$ cat src/rtl/rvnoob_div_pkg.sv
// Shared definitions for the RVNoob multi-cycle divider.
//   div_state_t    : sequencer states (IDLE, CALC, FIX, DONE)
//   DIV_BY_ZERO_Q  : quotient returned for a zero divisor (all ones)
//   div_most_neg() : most-negative two's-complement value of a given width,
//                    returned in a 64-bit container (bit w-1 set)
package rvnoob_div_pkg;

    typedef enum logic [1:0] {
        IDLE = 2'd0,
        CALC = 2'd1,
        FIX  = 2'd2,
        DONE = 2'd3
    } div_state_t;

    localparam int          DIV_MAX_XLEN  = 64;
    localparam logic [63:0] DIV_BY_ZERO_Q = 64'hFFFF_FFFF_FFFF_FFFF;

    function automatic logic [63:0] div_most_neg(input int unsigned w);
        return 64'd1 << (w - 1);
    endfunction

endpackage

$ cat src/rtl/rvnoob_div_prep.sv
// Combinational operand preparation for the divider, evaluated in the accept
// cycle.
//   in_signed/in_word : operation family and word-variant select
//   src1/src2         : raw dividend/divisor from the register file
//   dividend          : dividend after word selection and sign/zero extension
//   dividend_abs      : magnitude of the (extended) dividend
//   divisor_abs       : magnitude of the (extended) divisor
//   dividend_neg      : dividend is negative (signed ops only)
//   divisor_neg       : divisor is negative (signed ops only)
//   div_zero          : divisor is zero over the operating width
//   overflow          : signed most-negative / -1 case
module rvnoob_div_prep
    import rvnoob_div_pkg::*;
#(
    parameter int XLEN = 64
) (
    input  logic            in_signed,
    input  logic            in_word,
    input  logic [XLEN-1:0] src1,
    input  logic [XLEN-1:0] src2,
    output logic [XLEN-1:0] dividend,
    output logic [XLEN-1:0] dividend_abs,
    output logic [XLEN-1:0] divisor_abs,
    output logic            dividend_neg,
    output logic            divisor_neg,
    output logic            div_zero,
    output logic            overflow
);

    logic [XLEN-1:0] op_raw [2];
    logic [XLEN-1:0] op_ext [2];
    logic [XLEN-1:0] op_abs [2];
    logic            op_neg [2];
    logic [63:0]     most_neg;

    assign op_raw[0] = src1;
    assign op_raw[1] = src2;

    // Both operands go through identical extension / magnitude logic.
    genvar gi;
    generate
        for (gi = 0; gi < 2; gi++) begin : g_op
            assign op_ext[gi] = in_word
                ? {{(XLEN-32){in_signed & op_raw[gi][31]}}, op_raw[gi][31:0]}
                : op_raw[gi];
            assign op_neg[gi] = in_signed & op_ext[gi][XLEN-1];
            // Most-negative input maps to 2^(W-1), which is still exact as
            // an unsigned magnitude.
            assign op_abs[gi] = op_neg[gi] ? -op_ext[gi] : op_ext[gi];
        end
    endgenerate

    assign most_neg = div_most_neg(in_word ? 32'd32 : 32'(XLEN));

    assign dividend     = op_ext[0];
    assign dividend_abs = op_abs[0];
    assign divisor_abs  = op_abs[1];
    assign dividend_neg = op_neg[0];
    assign divisor_neg  = op_neg[1];
    assign div_zero     = (op_ext[1] == '0);

    always_comb begin
        overflow = 1'b0;
        if (in_signed) begin
            if (in_word)
                overflow = (op_ext[0][31:0] == most_neg[31:0]) && (op_ext[1][31:0] == 32'hFFFF_FFFF);
            else
                overflow = (op_ext[0] == most_neg[XLEN-1:0]) && (op_ext[1] == '1);
        end
    end

endmodule

$ cat src/rtl/rvnoob_div_seq.sv
// Multi-cycle RV64M divide/remainder unit (DIV/DIVU/REM/REMU and *W forms).
// Radix-2 restoring division, one quotient bit per cycle; divide-by-zero and
// signed overflow resolve straight to DONE.
//   clk, reset           : clock, synchronous active-high reset
//   flush                : kill in-flight op, back to IDLE next cycle
//   in_valid/in_ready    : request handshake (in_ready only in IDLE)
//   in_signed, in_word   : op family, word variant
//   src1, src2           : dividend, divisor
//   out_valid/out_ready  : result handshake (result held until accepted)
//   quotient, remainder  : results, sign-extended from bit 31 for word ops
module rvnoob_div_seq
    import rvnoob_div_pkg::*;
#(
    parameter int XLEN = 64
) (
    input  logic            clk,
    input  logic            reset,
    input  logic            flush,
    input  logic            in_valid,
    output logic            in_ready,
    input  logic            in_signed,
    input  logic            in_word,
    input  logic [XLEN-1:0] src1,
    input  logic [XLEN-1:0] src2,
    output logic            out_valid,
    input  logic            out_ready,
    output logic [XLEN-1:0] quotient,
    output logic [XLEN-1:0] remainder
);

    localparam int CW = $clog2(XLEN);

    div_state_t      state_reg, state_next;
    logic [CW-1:0]   cnt_reg, cnt_next;
    logic [XLEN-1:0] rem_reg, rem_next;
    logic [XLEN-1:0] quo_reg, quo_next;
    logic [XLEN-1:0] dvs_reg, dvs_next;
    logic            q_neg_reg, q_neg_next;
    logic            r_neg_reg, r_neg_next;
    logic            word_reg, word_next;
    logic [XLEN-1:0] quotient_reg, quotient_next;
    logic [XLEN-1:0] remainder_reg, remainder_next;

    logic [XLEN-1:0] dividend, dividend_abs, divisor_abs;
    logic            dividend_neg, divisor_neg, div_zero, overflow;

    // Shifted partial remainder needs one extra bit: an unsigned divisor
    // near 2^XLEN leaves a remainder whose shift overflows XLEN bits.
    logic [XLEN:0]   shifted;
    logic [XLEN:0]   trial;

    rvnoob_div_prep #(.XLEN(XLEN)) u_prep (
        .in_signed    (in_signed),
        .in_word      (in_word),
        .src1         (src1),
        .src2         (src2),
        .dividend     (dividend),
        .dividend_abs (dividend_abs),
        .divisor_abs  (divisor_abs),
        .dividend_neg (dividend_neg),
        .divisor_neg  (divisor_neg),
        .div_zero     (div_zero),
        .overflow     (overflow)
    );

    function automatic logic [XLEN-1:0] fit_word(input logic w, input logic [XLEN-1:0] v);
        return w ? {{(XLEN-32){v[31]}}, v[31:0]} : v;
    endfunction

    assign shifted = {rem_reg, quo_reg[XLEN-1]};
    assign trial   = shifted - {1'b0, dvs_reg};

    always_ff @(posedge clk) begin
        if (reset) begin
            state_reg     <= IDLE;
            cnt_reg       <= '0;
            rem_reg       <= '0;
            quo_reg       <= '0;
            dvs_reg       <= '0;
            q_neg_reg     <= 1'b0;
            r_neg_reg     <= 1'b0;
            word_reg      <= 1'b0;
            quotient_reg  <= '0;
            remainder_reg <= '0;
        end else begin
            state_reg     <= state_next;
            cnt_reg       <= cnt_next;
            rem_reg       <= rem_next;
            quo_reg       <= quo_next;
            dvs_reg       <= dvs_next;
            q_neg_reg     <= q_neg_next;
            r_neg_reg     <= r_neg_next;
            word_reg      <= word_next;
            quotient_reg  <= quotient_next;
            remainder_reg <= remainder_next;
        end
    end

    always_comb begin
        state_next     = state_reg;
        cnt_next       = cnt_reg;
        rem_next       = rem_reg;
        quo_next       = quo_reg;
        dvs_next       = dvs_reg;
        q_neg_next     = q_neg_reg;
        r_neg_next     = r_neg_reg;
        word_next      = word_reg;
        quotient_next  = quotient_reg;
        remainder_next = remainder_reg;

        unique case (state_reg)
            IDLE: begin
                if (in_valid) begin
                    word_next  = in_word;
                    q_neg_next = dividend_neg ^ divisor_neg;
                    r_neg_next = dividend_neg;
                    if (div_zero) begin
                        quotient_next  = DIV_BY_ZERO_Q[XLEN-1:0];
                        remainder_next = fit_word(in_word, dividend);
                        state_next     = DONE;
                    end else if (overflow) begin
                        quotient_next  = fit_word(in_word, dividend);
                        remainder_next = '0;
                        state_next     = DONE;
                    end else begin
                        rem_next   = '0;
                        // Word dividends are left-aligned so the quotient
                        // ends up in the low 32 bits after 32 shifts.
                        quo_next   = in_word ? {dividend_abs[31:0], {(XLEN-32){1'b0}}} : dividend_abs;
                        dvs_next   = divisor_abs;
                        cnt_next   = in_word ? CW'(31) : CW'(XLEN-1);
                        state_next = CALC;
                    end
                end
            end
            CALC: begin
                quo_next = {quo_reg[XLEN-2:0], ~trial[XLEN]};
                rem_next = trial[XLEN] ? shifted[XLEN-1:0] : trial[XLEN-1:0];
                cnt_next = cnt_reg - 1'b1;
                if (cnt_reg == '0)
                    state_next = FIX;
            end
            FIX: begin
                quotient_next  = fit_word(word_reg, q_neg_reg ? -quo_reg : quo_reg);
                remainder_next = fit_word(word_reg, r_neg_reg ? -rem_reg : rem_reg);
                state_next     = DONE;
            end
            DONE: begin
                if (out_ready) begin
                    state_next     = IDLE;
                    quotient_next  = '0;
                    remainder_next = '0;
                end
            end
            default: state_next = IDLE;
        endcase

        // Redirect/trap kill: drop everything, including a pending result.
        if (flush) begin
            state_next     = IDLE;
            cnt_next       = '0;
            rem_next       = '0;
            quo_next       = '0;
            dvs_next       = '0;
            q_neg_next     = 1'b0;
            r_neg_next     = 1'b0;
            word_next      = 1'b0;
            quotient_next  = '0;
            remainder_next = '0;
        end
    end

    assign in_ready  = (state_reg == IDLE);
    assign out_valid = (state_reg == DONE);
    assign quotient  = quotient_reg;
    assign remainder = remainder_reg;

endmodule

$ cat config.mk
export PLATFORM = sky130hd
export DESIGN_NAME = rvnoob_div_seq
export DESIGN_NICKNAME = d
export VERILOG_FILES = /design/src/rtl/rvnoob_div_pkg.sv /design/src/rtl/rvnoob_div_prep.sv /design/src/rtl/rvnoob_div_seq.sv
export SDC_FILE = /design/constraint.sdc
export NUM_CORES = 1
export LEC_CHECK = 0
export BUFFER_PORTS_ARGS = -buffer_cell sky130_fd_sc_hd__buf_4
export CELL_PAD_IN_SITES_DETAIL_PLACEMENT = 0
export CELL_PAD_IN_SITES_GLOBAL_PLACEMENT = 1
export CORE_UTILIZATION = 30
export CTS_CLUSTER_DIAMETER = 120
export DETAILED_ROUTE_END_ITERATION = 7
export PLACE_DENSITY_LB_ADDON = 0.12
export SETUP_SLACK_MARGIN = 0.02
export SYNTH_ARGS = -nofsm -noshare
export SYNTH_HDL_FRONTEND = slang
export SYNTH_HIERARCHICAL = 1
export SYNTH_SLANG_ARGS = --single-unit
$ cat constraint.sdc
create_clock -name clk -period 5.6 [get_ports clk]
set_clock_uncertainty 0.15 [all_clocks]
set_input_delay 0.84 -clock clk [delete_from_list [all_inputs] [get_ports clk]]
set_output_delay 0.84 -clock clk [all_outputs]
set_load 0.02 [all_outputs]
==> reports/metrics.cfg <==
[run_status]
failed_checks = DRC
status = finished, violations left

[critical_path]
critPathBufInv = 3
crit_chain = buf_4 > or4_1 > nor3_1 > nand2_1 > nor4_2 > clkbuf_4 > a31oi_1 > nor3_1 > o21ai_0 > a211oi_4 > buf_12 > o21ai_0 > a21oi_1
crit_path_max_fanout = 131
critPathSlowestCell = nor3_1
critPathRequiredTime_ns = 5.95
worstPathArrival_ns = 5.13
crit_type = primary input to flip-flop
r2r_end = rem_reg[46]
end_kind = flip-flop
cpLargestDelayFamily = simple AND/OR/NAND/NOR gates
rrSetupSlack_ns = 1.21
ff2ff_path_depth = 16
rr_startpoint = quo_reg[63]
cpPeakStageDelay_ns = 0.72
critPathLaunchType = primary input

[placed_design]
place_congestion = 0.939
portBuffers = 264
post-place-ws_ns = -0.547
dp_cells = 4549
post-dp-hpwl_mm = 81.6

[finish]
instances_no_fill = 4630
nets = 3747
mostFrequentLayoutCells = o21ai_0 (431), nand2_1 (403), a21oi_1 (387), dfxtp_1 (328), buf_4 (323)
syn_to_final_growth_pct = 17.0
drive_gt1_share_pct = 13.3
final_common_cell = o21ai_0

[logic_synthesis]
ys_seq_area_share_pct = 26.9
synth_edf_count = 0
yosysUniqueCellTypes = 80
yosys.area_share.simple_pct = 18.9
synthFlopType = dfxtp_1
synthCells = 3448
synth_area_per_cell_um2 = 7.15
synth_xor_xnor_area_share_pct = 11.0
ys_ff_latch = 331
synth_warnings = 6
synth-compound-area-share_pct = 30.2
synthAdderAreaFrac_pct = 3.89
synth_fp_nets = 3659
netlist_area_um2 = 24600
synth_top_family_by_area = compound AO/OA/AOI/OAI gates
synth.mux.area_fraction_pct = 1.50
synth-async-reset-ratio_pct = 0

[power]
p_leak_nw = 11.5
irDropWorstVdd_mv = 0.209
power_density_nw_per_um2 = 248
total_power_w = 0.00715

[timing]
rsz0062_at_grt = no
tightest_slew_ns = 1.10
clock.fmax_mhz = 209
min_period_over_period_pct = 85.3
hold_slack_ns = 0.306
period_needed_ns = 4.78
setup_violations = 0
slew_headroom_pct = 26.4
fin_ws_ns = 0.823
drv_slew = 0
finalHoldViolCount = 0
tns_ns = 0

[clocking]
root_buffer = clkbuf_16
postCtsHoldBufs = 0
cts_made_buffers = 44
cts_tree = built
insertion_delay_ns = 0.58
clockBufferDepth = 3
htree_levels = 2
cts_setup_buffers = 0
cts.clk_slew.worst_paths_ns = 0.06
cts_sinks = 331
cts_resized = 0

[hold_path]
hold_depth = 2
min-delay-start = dvs_reg[45]
hold_class = flip-flop to flip-flop
min_to = dvs_reg[45]

[drt]
first_iter_violations = 1855
vias = 25700
wl_mm = 106
wl_per_cell_um = 23.0
vias_per_cell = 5.56
antenna_left = 0
first_pass_iters = 8
remaining_drc_errors = 1

[die]
core_area_um2 = 80900
core.rowCount = 104
dieHeight_um = 289
num_io_pins = 265
fp.dieW_um = 289
start_util_pct = 30.5
die-area_um2 = 83300

[global_routing]
antenna_found_initial = 0
grt_overflow = 0
grt_pass1_wl_mm = 158
grt_max_degree = 132
grt_usage_pct = 24.7
grt_pass1_vias = 24800

[job]
maxCapViolCount = 0

==> worst max path at each step <==
stage,startpoint,end,slack [ns],cells past startpoint
final,src1[62],quotient[34],0.82,13
after global placement,src1[62],quotient[24],-0.47,12
after detailed placement,src1[62],quotient[34],-0.55,12
after global routing,in_word,quotient[38],0.66,13
after CTS,src1[62],quotient[34],0.05,12
after floorplan,in_word,quotient[1],1.41,13
==> Yosys cell counts, types with 33 or more instances <==
master | n | area [um^2]
nand2_1 | 403 | 1510
a32oi_1 | 33 | 289
nand4_1 | 42 | 263
a21oi_1 | 388 | 1940
nand3_1 | 37 | 185
o31ai_1 | 58 | 435
ha_1 | 75 | 938
nor3_1 | 105 | 526
buf_4 | 34 | 255
a221oi_1 | 87 | 762
clkbuf_1 | 244 | 916
xor2_1 | 90 | 788
nor2_1 | 232 | 871
dfxtp_1 | 331 | 6630
a31oi_1 | 33 | 206
nor4_1 | 33 | 206
inv_1 | 180 | 676
xnor2_1 | 219 | 1920
o41ai_1 | 34 | 298
o21ai_0 | 431 | 2160
==> cells by family (layout without fill, tap and decap cells) <==
| kind of cell | after synthesis | after routing |
|---|---|---|
| AO/OA/AOI/OAI | 1233 | 1233 |
| AND/OR/NAND/NOR | 997 | 997 |
| flip-flops | 331 | 331 |
| buffers and inverters | 468 | 588 |
| adder cells (fa/ha/maj) | 76 | 76 |
| multiplexers | 34 | 34 |
| XOR/XNOR | 309 | 309 |
| other | 0 | 2 |
==> layer usage <==
metal | track usage, % | routed length (um)
met2 | 39.6 | 48100
met1 | 33.8 | 49300
met3 | 2.52 | 4720
met4 | 9.89 | 4340
met5 | 0 | 0
==> per-stage QoR <==
stage / utilization (%) / area (um^2)
finish: 35.6 / 28800
global route: 35.6 / 28800
CTS: 35.6 / 28800
detailed placement: 33.9 / 27400
global placement: 33.9 / 27400
floorplan: - / 24600
==> area by class of cell <==
type / instances / area [um^2]
Timing Repair Buffer: 329 / 2530
Multi-Input combinational cell: 2649 / 16300
Tap cell: 1060 / 1330
Antenna cell: 2 / 5.00
Clock inverter: 10 / 105
Inverter: 181 / 679
Fill cell: 8693 / 52100
Clock buffer: 68 / 1310
Sequential cell: 331 / 6630
==> worst min-delay path, cell delays in order (launching register included) <==
cell and delay [ns]:
dfxtp_1 0.31, nand2_1 0.05, a21oi_1 0.05
==> power by group <==
group / switching, W / internal (W) / leakage [nW]
registers: 0.0000905 / 0.00244 / 2.68
clock network: 0.00114 / 0.00169 / 0.694
logic: 0.00117 / 0.000624 / 8.10
total: 0.00240 / 0.00475 / 11.5
Power figures use the tool's default switching activity.
